**src/rtl/uart_pkg.sv**
```systemverilog
// Shared UART receiver definitions: FSM state encoding, frame constants and the
// oversample divisor helper. ST_PARITY exists only when UART_RX_PARITY_EN is defined.
package uart_pkg;

  localparam int unsigned OVERSAMPLE = 16;
  localparam int unsigned DATA_BITS  = 8;

  typedef enum logic [2:0] {
    ST_IDLE   = 3'd0,
    ST_START  = 3'd1,
    ST_DATA   = 3'd2,
`ifdef UART_RX_PARITY_EN
    ST_PARITY = 3'd4,
`endif
    ST_STOP   = 3'd3
  } uart_state_e;

  // Clocks per oversample tick, never below one.
  function automatic int unsigned baud_div(input int unsigned clk_hz, input int unsigned baud);
    int unsigned q;
    q = clk_hz / (baud * OVERSAMPLE);
    return (q < 32'd1) ? 32'd1 : q;
  endfunction

endpackage

```
**src/rtl/uart_fifo.sv**
```systemverilog
// Receive byte buffer: wrap-around pointers plus occupancy count, head visible on dout.
// A push while full is accepted only when a pop happens in the same cycle.
module uart_fifo #(
  parameter int unsigned width = 8,
  parameter int unsigned depth = 4
) (
  input  logic             clk,
  input  logic             rst,
  input  logic             push,
  input  logic             pop,
  input  logic [width-1:0] din,
  output logic [width-1:0] dout,
  output logic             full,
  output logic             empty
);

  localparam int unsigned AW = $clog2(depth);
  localparam int unsigned CW = AW + 1;

  logic [width-1:0] r_mem [depth];
  logic [AW-1:0]    r_wr_ptr;
  logic [AW-1:0]    r_rd_ptr;
  logic [CW-1:0]    r_count;
  logic             w_do_pop;
  logic             w_do_push;

  assign w_do_pop  = pop && (r_count != '0);
  assign w_do_push = push && ((r_count != CW'(depth)) || w_do_pop);

  always_ff @(posedge clk) begin
    if (!rst) begin
      for (int i = 0; i < int'(depth); i++) r_mem[i] <= '0;
      r_wr_ptr <= '0;
      r_rd_ptr <= '0;
      r_count  <= '0;
    end else begin
      if (w_do_push) begin
        r_mem[r_wr_ptr] <= din;
        r_wr_ptr        <= r_wr_ptr + AW'(1);
      end
      if (w_do_pop) r_rd_ptr <= r_rd_ptr + AW'(1);
      r_count <= r_count + CW'(w_do_push) - CW'(w_do_pop);
    end
  end

  assign dout  = r_mem[r_rd_ptr];
  assign full  = (r_count == CW'(depth));
  assign empty = (r_count == '0);

endmodule

```
**src/rtl/uart_rx.sv**
```systemverilog
// 16x-oversampled UART receiver with 2-of-3 majority voting and a byte FIFO.
// Define UART_RX_PARITY_EN for 8E1 frames (even parity checked); default is 8N1.
module uart_rx
  import uart_pkg::*;
#(
  parameter int unsigned clk_freq       = 50000000,
  parameter int unsigned uart_baud_rate = 115200,
  parameter int unsigned fifo_depth     = 4
) (
  input  logic       clk,
  input  logic       rst,
  input  logic       uart_rxd,
  output logic [7:0] rx_data,
  output logic       rx_valid,
  input  logic       rx_ready,
  output logic       frame_err,
  output logic       overrun
);

  localparam int unsigned DIV    = baud_div(clk_freq, uart_baud_rate);
  localparam int unsigned DIV_W  = (DIV > 1) ? $clog2(DIV) : 1;
  localparam int unsigned TICK_W = $clog2(OVERSAMPLE);
  localparam int unsigned BIT_W  = $clog2(DATA_BITS);

  logic [1:0]           r_sync;
  logic                 r_rxd_prev;
  logic [DIV_W-1:0]     r_div_cnt;
  uart_state_e          r_state;
  logic [TICK_W-1:0]    r_tick_cnt;
  logic [BIT_W-1:0]     r_bit_idx;
  logic [1:0]           r_samp;
  logic [DATA_BITS-1:0] r_shift;
  logic                 r_stop_wait;
`ifdef UART_RX_PARITY_EN
  logic                 r_par_err;
`endif

  logic w_rxd, w_fall, w_tick, w_vote, w_decide, w_bit_end;
  logic w_push, w_pop, w_full, w_empty;

  assign w_rxd     = r_sync[1];
  assign w_fall    = r_rxd_prev & ~w_rxd;
  assign w_tick    = (r_div_cnt == DIV_W'(DIV - 1));
  assign w_vote    = (r_samp[0] & r_samp[1]) | (r_samp[0] & w_rxd) | (r_samp[1] & w_rxd);
  assign w_decide  = w_tick && (r_tick_cnt == TICK_W'(9));
  assign w_bit_end = w_tick && (r_tick_cnt == TICK_W'(OVERSAMPLE - 1));
  assign w_pop     = rx_valid && rx_ready;
  assign rx_valid  = ~w_empty;
`ifdef UART_RX_PARITY_EN
  assign w_push = (r_state == ST_STOP) && !r_stop_wait && w_decide && w_vote && !r_par_err;
`else
  assign w_push = (r_state == ST_STOP) && !r_stop_wait && w_decide && w_vote;
`endif

  // Push is combinational so the byte lands in the buffer on the stop-bit decision edge.
  uart_fifo #(
    .width (DATA_BITS),
    .depth (fifo_depth)
  ) u_fifo (
    .clk   (clk),
    .rst   (rst),
    .push  (w_push),
    .pop   (w_pop),
    .din   (r_shift),
    .dout  (rx_data),
    .full  (w_full),
    .empty (w_empty)
  );

  always_ff @(posedge clk) begin
    if (!rst) begin
      r_sync      <= 2'b11;
      r_rxd_prev  <= 1'b1;
      r_div_cnt   <= '0;
      r_state     <= ST_IDLE;
      r_tick_cnt  <= '0;
      r_bit_idx   <= '0;
      r_samp      <= '0;
      r_shift     <= '0;
      r_stop_wait <= 1'b0;
`ifdef UART_RX_PARITY_EN
      r_par_err   <= 1'b0;
`endif
      frame_err   <= 1'b0;
      overrun     <= 1'b0;
    end else begin
      r_sync     <= {r_sync[0], uart_rxd};
      r_rxd_prev <= w_rxd;
      r_div_cnt  <= w_tick ? '0 : r_div_cnt + DIV_W'(1);
      frame_err  <= 1'b0;
      overrun    <= w_push && w_full && !w_pop;

      if (w_tick && (r_state != ST_IDLE)) begin
        r_tick_cnt <= r_tick_cnt + TICK_W'(1);
        if (r_tick_cnt == TICK_W'(7)) r_samp[0] <= w_rxd;
        if (r_tick_cnt == TICK_W'(8)) r_samp[1] <= w_rxd;
      end

      case (r_state)
        ST_IDLE: begin
          if (w_fall) begin
            r_state    <= ST_START;
            r_tick_cnt <= '0;
          end
        end
        ST_START: begin
          if (w_decide && w_vote) begin
            r_state <= ST_IDLE;
          end else if (w_bit_end) begin
            r_state   <= ST_DATA;
            r_bit_idx <= '0;
          end
        end
        ST_DATA: begin
          if (w_decide) r_shift <= {w_vote, r_shift[DATA_BITS-1:1]};
          if (w_bit_end) begin
            if (r_bit_idx == BIT_W'(DATA_BITS - 1)) begin
              r_stop_wait <= 1'b0;
`ifdef UART_RX_PARITY_EN
              r_state     <= ST_PARITY;
`else
              r_state     <= ST_STOP;
`endif
            end else begin
              r_bit_idx <= r_bit_idx + BIT_W'(1);
            end
          end
        end
`ifdef UART_RX_PARITY_EN
        ST_PARITY: begin
          if (w_decide) r_par_err <= w_vote ^ (^r_shift);
          if (w_bit_end) r_state <= ST_STOP;
        end
`endif
        ST_STOP: begin
          // A low stop bit holds here until the line recovers, so a break is not seen as a start.
          if (r_stop_wait) begin
            if (w_rxd) begin
              r_state     <= ST_IDLE;
              r_stop_wait <= 1'b0;
            end
          end else if (w_decide) begin
            if (!w_vote) begin
              frame_err   <= 1'b1;
              r_stop_wait <= 1'b1;
            end else begin
`ifdef UART_RX_PARITY_EN
              frame_err <= r_par_err;
`endif
              r_state <= ST_IDLE;
            end
          end
        end
        default: r_state <= ST_IDLE;
      endcase
    end
  end

endmodule

```
**config.mk**
```make
export PLATFORM = sky130hd
export DESIGN_NAME = uart_rx
export DESIGN_NICKNAME = d
export VERILOG_FILES = /design/src/rtl/uart_pkg.sv /design/src/rtl/uart_fifo.sv /design/src/rtl/uart_rx.sv
export SDC_FILE = /design/constraint.sdc
export NUM_CORES = 1
export LEC_CHECK = 0
export BUFFER_PORTS_ARGS = -buffer_cell sky130_fd_sc_hd__buf_2
export CAP_MARGIN = 40
export CORE_MARGIN = 2
export CORE_UTILIZATION = 25
export CTS_BUF_LIST = sky130_fd_sc_hd__clkbuf_2 sky130_fd_sc_hd__clkbuf_4 sky130_fd_sc_hd__clkbuf_8
export DETAILED_ROUTE_END_ITERATION = 8
export GPL_ROUTABILITY_DRIVEN = 0
export SLEW_MARGIN = 20
export SYNTH_ARGS = -nofsm -noshare
export SYNTH_HDL_FRONTEND = slang
export SYNTH_SLANG_ARGS = --single-unit
```
**constraint.sdc**
```tcl
create_clock -name clk -period 3.51 [get_ports clk]
set_input_delay 0.5265 -clock clk [delete_from_list [all_inputs] [get_ports clk]]
set_output_delay 0.5265 -clock clk [all_outputs]
set_load 0.005 [all_outputs]
```
==> run summary, run 1 <==
Finished Cell Area -> 3720 sq um
Root buffer cell -> clkbuf_8
Hold Path Origin -> uart_rxd
Core Util, Final -> 29.3%
DR vias/cell -> 4.26
Height of the die -> 118 microns
# hold bufs at CTS -> 0
Count of final hold-check violations -> 0
Final non-filler cell total -> 467
Hold_ws -> 366 ps
Maximum vdd drop -> 0.208 mV
FFs w/ async S/R, synth -> 0%
Syn-to-layout area delta -> 13.7%
Synthesized Nets -> 289
Placed instance count -> 451
Launching point of the worst reg2reg path -> r_div_cnt[0]
Clock sink count -> 71
Diodes inserted -> 0
Slew @ Worst Pin -> 690 ps
Post-Synth Simple-Gate Area -> 22.6%
Status -> finished clean
R2r endpoint -> u_fifo.r_count[2]
Post-Syn Area -> 3270 sq um
Distinct cells, synth -> 53
Initial Util -> 25.7%
Final setup fails -> 0
Largest family of logic cells by synthesized area -> simple AND/OR/NAND/NOR gates
R2R cell count -> 11
Synth Area in Adders -> 4.39%
Cts repair resizes -> 0
Avg WL per Cell -> 12.8 microns
Mux cell area share after synthesis -> 8.87%
Post-synth EDFFs -> 32
WHS Endpoint -> r_sync[0]
Post-synthesis compound-gate area fraction -> 5.35%
CP max FO -> 8
Avg Cell Area, Syn -> 11.9 sq um
Leakage power -> 0.00136 uW
Fillers -> 1347
Syn. warnings -> 0
Die X-Extent -> 118 microns
Top cell family by delay on the critical path -> simple AND/OR/NAND/NOR gates
Hold Path Class -> input port to flop
Detailed placement HPWL -> 4220 microns
Slew HR -> 53.9%
Min cycle time layout -> 2480 ps
I/O pins -> 15
Crit path max-delay cell type -> and4b_1
Initial drt markers -> 89
Core box area -> 12700 sq um
Critical Path Start Type -> flop
H-tree depth -> 3
Setup TNS -> 0 ps
Worst-Skew Late Latency -> 350 ps
Nets -> 304
Register area share after synthesis -> 53.2%
Vias in the first global route -> 2033
Max-Cap Viols -> 0
CP endpoint kind -> flop
Max Buffers Root-to-Sink -> 2
Clk_skew -> 8.62 ps
Die area -> 14000 sq um
PwrDens -> 570 nW/um^2
Syn Inst Count -> 275
Placed inst area -> 3500 sq um
Crit-path cells -> inv_1 > ha_1 > and4b_1 > nand3_1 > nor2_1 > ha_1 > inv_1 > fa_1 > xor2_1 > xnor2_1 > nor2_1
Flops & latches, synth -> 71
Post-CTS setup buffers -> 0
Initial antenna violation count -> 0
CP arrival -> 2690 ps
Synth area leader -> edfxtp_1
CP Class -> flop to flop
# DRC -> 0
Clock Pin Slew Worst Setup and Hold Paths -> 70 ps
Largest net degree at the start of global routing -> 22
Xor and xnor area share after synthesis -> 2.67%
Fmax -> 0.402 GHz
Gr ovfl total -> 0
Share of post-route cells with drive strength above 1 -> 18.3%
Area contributors post-synth -> edfxtp_1 29%, dfxtp_1 24%, and2_1 6.5%, mux4_2 5.5%, ha_1 3.4%
Worst Path Required -> 3720 ps
WHS Path Cells -> 2
Drt total wl -> 5970 microns
CTS tree -> yes
Num CTS Buffers -> 9
ANT nets after route -> 0
Num rows -> 41
Yosys top cell area share -> 29.3%
Routed vias -> 1988
GRT Overall Usage -> 9.25%
Initial DRT Pass Iterations -> 5
Crit path largest cell delay -> 470 ps
Top_reg_cell synth -> dfxtp_1
Port buffer count -> 14
Final Max Tran Viols -> 0
Flop2flop setup slack -> 1030 ps
First-pass GRT wire length -> 9960 microns
Buffers and inverters on the worst path -> 2
Unrepaired setup endpoints after global routing -> false
Tcrit/Tclk final -> 70.8%
worst register-to-register path: cells and delay by family, from the launching register on:
kind	cells	cell delay [ps]
buffers and inverters	2	110
flip-flops	1	330
adder cells (fa/ha/maj)	3	690
XOR/XNOR	2	310
AND/OR/NAND/NOR	4	900
worst max path at each step:
stage / startpoint / endpoint / slack [ps] / cells after the start
2_1_floorplan: rx_ready / u_fifo.r_count[2] / 1340 / 9
3_3_place_gp: r_div_cnt[0] / u_fifo.r_count[2] / 1070 / 11
3_5_place_dp: r_div_cnt[0] / u_fifo.r_count[2] / 1010 / 11
4_1_cts: r_div_cnt[0] / u_fifo.r_count[2] / 990 / 11
5_1_grt: r_div_cnt[0] / u_fifo.r_count[2] / 820 / 11
6_report: r_div_cnt[0] / u_fifo.r_count[2] / 1030 / 11
layer usage:
| layer | up-vias | GRT usage, % | wire, microns |
|---|---|---|---|
| li1 | 995 | - | - |
| met1 | 947 | 10.6 | 2740 |
| met2 | 38 | 15.8 | 2940 |
| met3 | 8 | 3.19 | 225 |
| met4 | 0 | 3.79 | 70 |
| met5 | - | 0 | 0 |
Yosys cell counts, drive strengths merged, types with 6 or more instances:
master  count
dfxtp      39
and2       34
edfxtp     32
nor2       28
nand2      19
mux2i      11
inv        10
ha          9
mux4        8
a21oi       7
buf         6
nand2b      6
nand3       6
nor4        6
final cells by class:
class                   instances  area [sq um]  share of cell area (%)
flip-flops and latches         71          1740                    46.8
multi-input cells             184          1440                    38.6
well taps                     172           215                    5.78
clock buffers                  11           139                    3.73
clock inverters                 5          82.6                    2.22
repair buffers                 14          70.1                    1.88
inverters                      10          37.5                    1.01
stage by stage:
stage / power (uW) / setup slack [ps]
floorplan: 1320 / 1340
global placement: 1410 / 1070
finish: 2120 / 1030
detailed placement: 1430 / 1010
CTS: 2160 / 987
global route: 2240 / 818
report_power, final:
part | internal [uW] | total, uW | switching (uW)
sequential | 927 | 1020 | 89.5
clock | 417 | 721 | 304
combinational | 211 | 386 | 175
state kept, by name (all words and copies together), names as in the netlist, named ones only:
| signal | count |
|---|---|
| r_state | 2 |
| u_fifo.r_count | 3 |
| r_tick_cnt | 4 |
| u_fifo.r_mem | 32 |
| r_stop_wait | 1 |
| r_shift | 8 |
| r_sync | 2 |
| overrun | 1 |
| u_fifo.r_wr_ptr | 2 |
| u_fifo.r_rd_ptr | 2 |
| r_bit_idx | 3 |
| r_rxd_prev | 1 |
| r_div_cnt | 5 |
| r_samp | 2 |
| frame_err | 1 |
kinds of logic (layout without fill, tap and decap cells):
logic type | after synthesis | after routing
buffers and inverters | 20 | 40
adders and majority gates | 11 | 11
AOI/OAI and AO/OA | 23 | 23
muxes | 19 | 19
and+or+nand+nor | 121 | 121
xor gates and xnor gates | 10 | 10
DFF | 71 | 71
placed cells by master (no fill, tap or decap), drive strengths merged, types with 9 or more instances in the layout:
cell type and n:
dfxtp 39, edfxtp 32, clkbuf 11, and2 34, ha 9, nand2 19, buf 14, mux2i 11
nor2 28, inv 10
No activity file was read; power rests on OpenSTA's default activity.
==> inputs of run 2 (changes only) <==
Clock period 3.51 ns to 2.3 ns, I/O delays scaled along.
==> run 2 against run 1 <==
Effect of this change:
- final cell count increased by 3.6%
- via count increased by 3.1%
- global-route usage up 0.46 points
- critical path type unchanged
- cell area up 2.8%
- largest power group unchanged
==> run summary, run 2 (synthesis results as in run 1) <==
Avg WL per Cell -> 13.0 microns (was 12.8 microns)
Psw -> 888 uW (was 568 uW)
Final Max Tran Viols -> 0 (unchanged)
Crit path max-delay cell type -> fa_1 (was and4b_1)
Int Power -> 2280 uW (was 1560 uW)
Root buffer cell -> clkbuf_8 (unchanged)
Worst Path Required -> 2530 ps (was 3720 ps)
Met2 WL -> 3160 microns (was 2940 microns)
Crit path largest cell delay -> 360 ps (was 470 ps)
Gr ovfl total -> 0 (unchanged)
Hold_ws -> 193 ps (was 366 ps)
Sequential share of power -> 46.7% (was 47.9%)
H-tree depth -> 3 (unchanged)
Routed vias -> 2049 (was 1988)
# hold bufs at CTS -> 0 (unchanged)
Die area -> 14000 sq um (unchanged)
Height of the die -> 118 microns (unchanged)
Unrepaired setup endpoints after global routing -> false (unchanged)
CTS tree -> yes (unchanged)
Most common cell after layout, fill and taps aside -> dfxtp_1 (unchanged)
I/O pins -> 15 (unchanged)
Num CTS Buffers -> 9 (unchanged)
Buffers and inverters on the worst path -> 2 (unchanged)
Post-CTS setup buffers -> 0 (unchanged)
Combinational share of power -> 21.9% (was 18.2%)
Clk_skew -> 9.30 ps (was 8.62 ps)
Initial DRT Pass Iterations -> 4 (was 5)
Biggest register -> u_fifo.r_mem (unchanged)
Top Metal Used -> met4 (unchanged)
ANT nets after route -> 0 (unchanged)
Core Util, Final -> 30.1% (was 29.3%)
Top cell family by delay on the critical path -> adder cells (was simple AND/OR/NAND/NOR gates)
Core box area -> 12700 sq um (unchanged)
CP max FO -> 4 (was 8)
CP endpoint kind -> flop (unchanged)
First-pass GRT wire length -> 10700 microns (was 9960 microns)
Drt total wl -> 6290 microns (was 5970 microns)
DR vias/cell -> 4.23 (was 4.26)
Die X-Extent -> 118 microns (unchanged)
Largest register FFs -> 32 (unchanged)
Clock Pin Slew Worst Setup and Hold Paths -> 70 ps (about the same)
Final Total Pwr -> 3170 uW (was 2120 uW)
# DRC -> 0 (unchanged)
Largest net degree at the start of global routing -> 15 (was 22)
Min cycle time layout -> 2100 ps (was 2480 ps)
Clock sink count -> 71 (unchanged)
Slew HR -> 62.0% (was 53.9%)
Nets -> 321 (was 304)
Clk pwr share -> 31.3% (was 33.9%)
Fmax -> 0.476 GHz (was 0.402 GHz)
Placed instance count -> 468 (was 451)
CP Class -> flop to flop (unchanged)
Initial antenna violation count -> 0 (unchanged)
Register Area -> 1740 sq um (unchanged)
Post-Route M1 WL -> 2730 microns (was 2740 microns)
Fillers -> 1340 (was 1347)
Final setup fails -> 0 (unchanged)
PwrDens -> 828 nW/um^2 (was 570 nW/um^2)
Worst-Skew Late Latency -> 350 ps (about the same)
GRT Overall Usage -> 9.71% (was 9.25%)
Critical Path Start Type -> flop (unchanged)
Count of final hold-check violations -> 0 (unchanged)
Setup TNS -> 0 ps (unchanged)
Tcrit/Tclk final -> 91.4% (was 70.8%)
Num rows -> 41 (unchanged)
Max-Cap Viols -> 0 (unchanged)
Status -> finished clean (unchanged)
Max Buffers Root-to-Sink -> 2 (unchanged)
Biggest regs -> u_fifo.r_mem x32, r_shift x8, r_div_cnt x5 (unchanged)
Commonest cells after routing, fill and taps aside -> 39 x dfxtp_1, 34 x and2_1, 32 x edfxtp_1, 27 x nor2_1, 19 x nand2_1 (was 39 x dfxtp_1, 34 x and2_1, 32 x edfxtp_1, 28 x nor2_1, 19 x nand2_1)
Diodes inserted -> 0 (unchanged)
Hold Path Class -> input port to flop (unchanged)
Initial Util -> 25.7% (unchanged)
Leakage power -> 0.00142 uW (was 0.00136 uW)
Slew @ Worst Pin -> 566 ps (was 690 ps)
Final non-filler cell total -> 484 (was 467)
Share of post-route cells with drive strength above 1 -> 22.8% (was 18.3%)
Port buffer count -> 14 (unchanged)
Met3 wire len -> 260 microns (was 225 microns)
Initial drt markers -> 83 (was 89)
Multi-input gate area -> 1440 sq um (about the same)
Crit-path cells -> inv_1 > ha_1 > and4b_1 > nand3_1 > nor2_2 > ha_1 > inv_1 > fa_1 > xor2_1 > xnor2_1 > nor2_1 (was inv_1 > ha_1 > and4b_1 > nand3_1 > nor2_1 > ha_1 > inv_1 > fa_1 > xor2_1 > xnor2_1 > nor2_1)
Vias in the first global route -> 2130 (was 2033)
Maximum vdd drop -> 0.277 mV (was 0.208 mV)
Detailed placement HPWL -> 4520 microns (was 4220 microns)
Syn-to-layout area delta -> 16.9% (was 13.7%)
CP arrival -> 2330 ps (was 2690 ps)
Sw Share -> 28.0% (was 26.7%)
## run 2: cell types whose count changed in the layout (fill, tap and decap cells not counted), sizes merged
cell / previous run / this run
clkinvlp: 0 / 2
buf: 14 / 31
bufinv: 2 / 1
clkbuf: 11 / 10
## run 2: layer usage
layer,up-vias,GRT usage (%)
met5,-,0
met4,0,3.57
met3,11,3.33
met2,35,16.7
met1,971,11.2
li1,1032,-
## run 2: power groups by stage
stage,Combinational (uW),Sequential [uW],Clock (uW)
CTS,711,1480,1020
finish,695,1480,992
global placement,694,1510,0
global route,784,1500,1070
detailed placement,706,1510,0
floorplan,530,1490,0
## run 2: cell type report
type / instances / area share [%]
clock buffer: 10 / 3.43
clock inverter: 6 / 1.64
inverter: 10 / 0.981
multi-input combinational: 184 / 37.6
sequential: 71 / 45.5
tap: 172 / 5.62
timing repair buffer: 31 / 5.17
## run 2: stage by stage
step,setup slack (ps),cell area (sq um)
after floorplan,170,3270
after detailed placement,163,3630
final,197,3830
after CTS,132,3820
after global routing,24.5,3830
after global placement,195,3630
## run 2: worst reg2reg max path, stage by stage, from the launching register on
cell and delay, ps:
dfxtp_1 340, inv_1 60, ha_1 160, and4b_1 240
nand3_1 120, nor2_2 170, ha_1 160, inv_1 40
fa_1 360, xor2_1 160, xnor2_1 130, nor2_1 50
## run 2: path summary, 6_finish.rpt
path,startpoint,to,slack (ps),depth (start not counted)
max,r_div_cnt[0],u_fifo.r_count[2],200,11
min,uart_rxd,r_sync[0],190,2
max reg2reg,r_div_cnt[0],u_fifo.r_count[2],200,11
min reg2reg,r_sync[0],r_sync[1],410,1
## run 2: timing repair
action / CTS / global route
endpoints found under the hold margin: 0 / 0
setup endpoints to repair: 0 / 1
gates resized for setup: 0 / 1
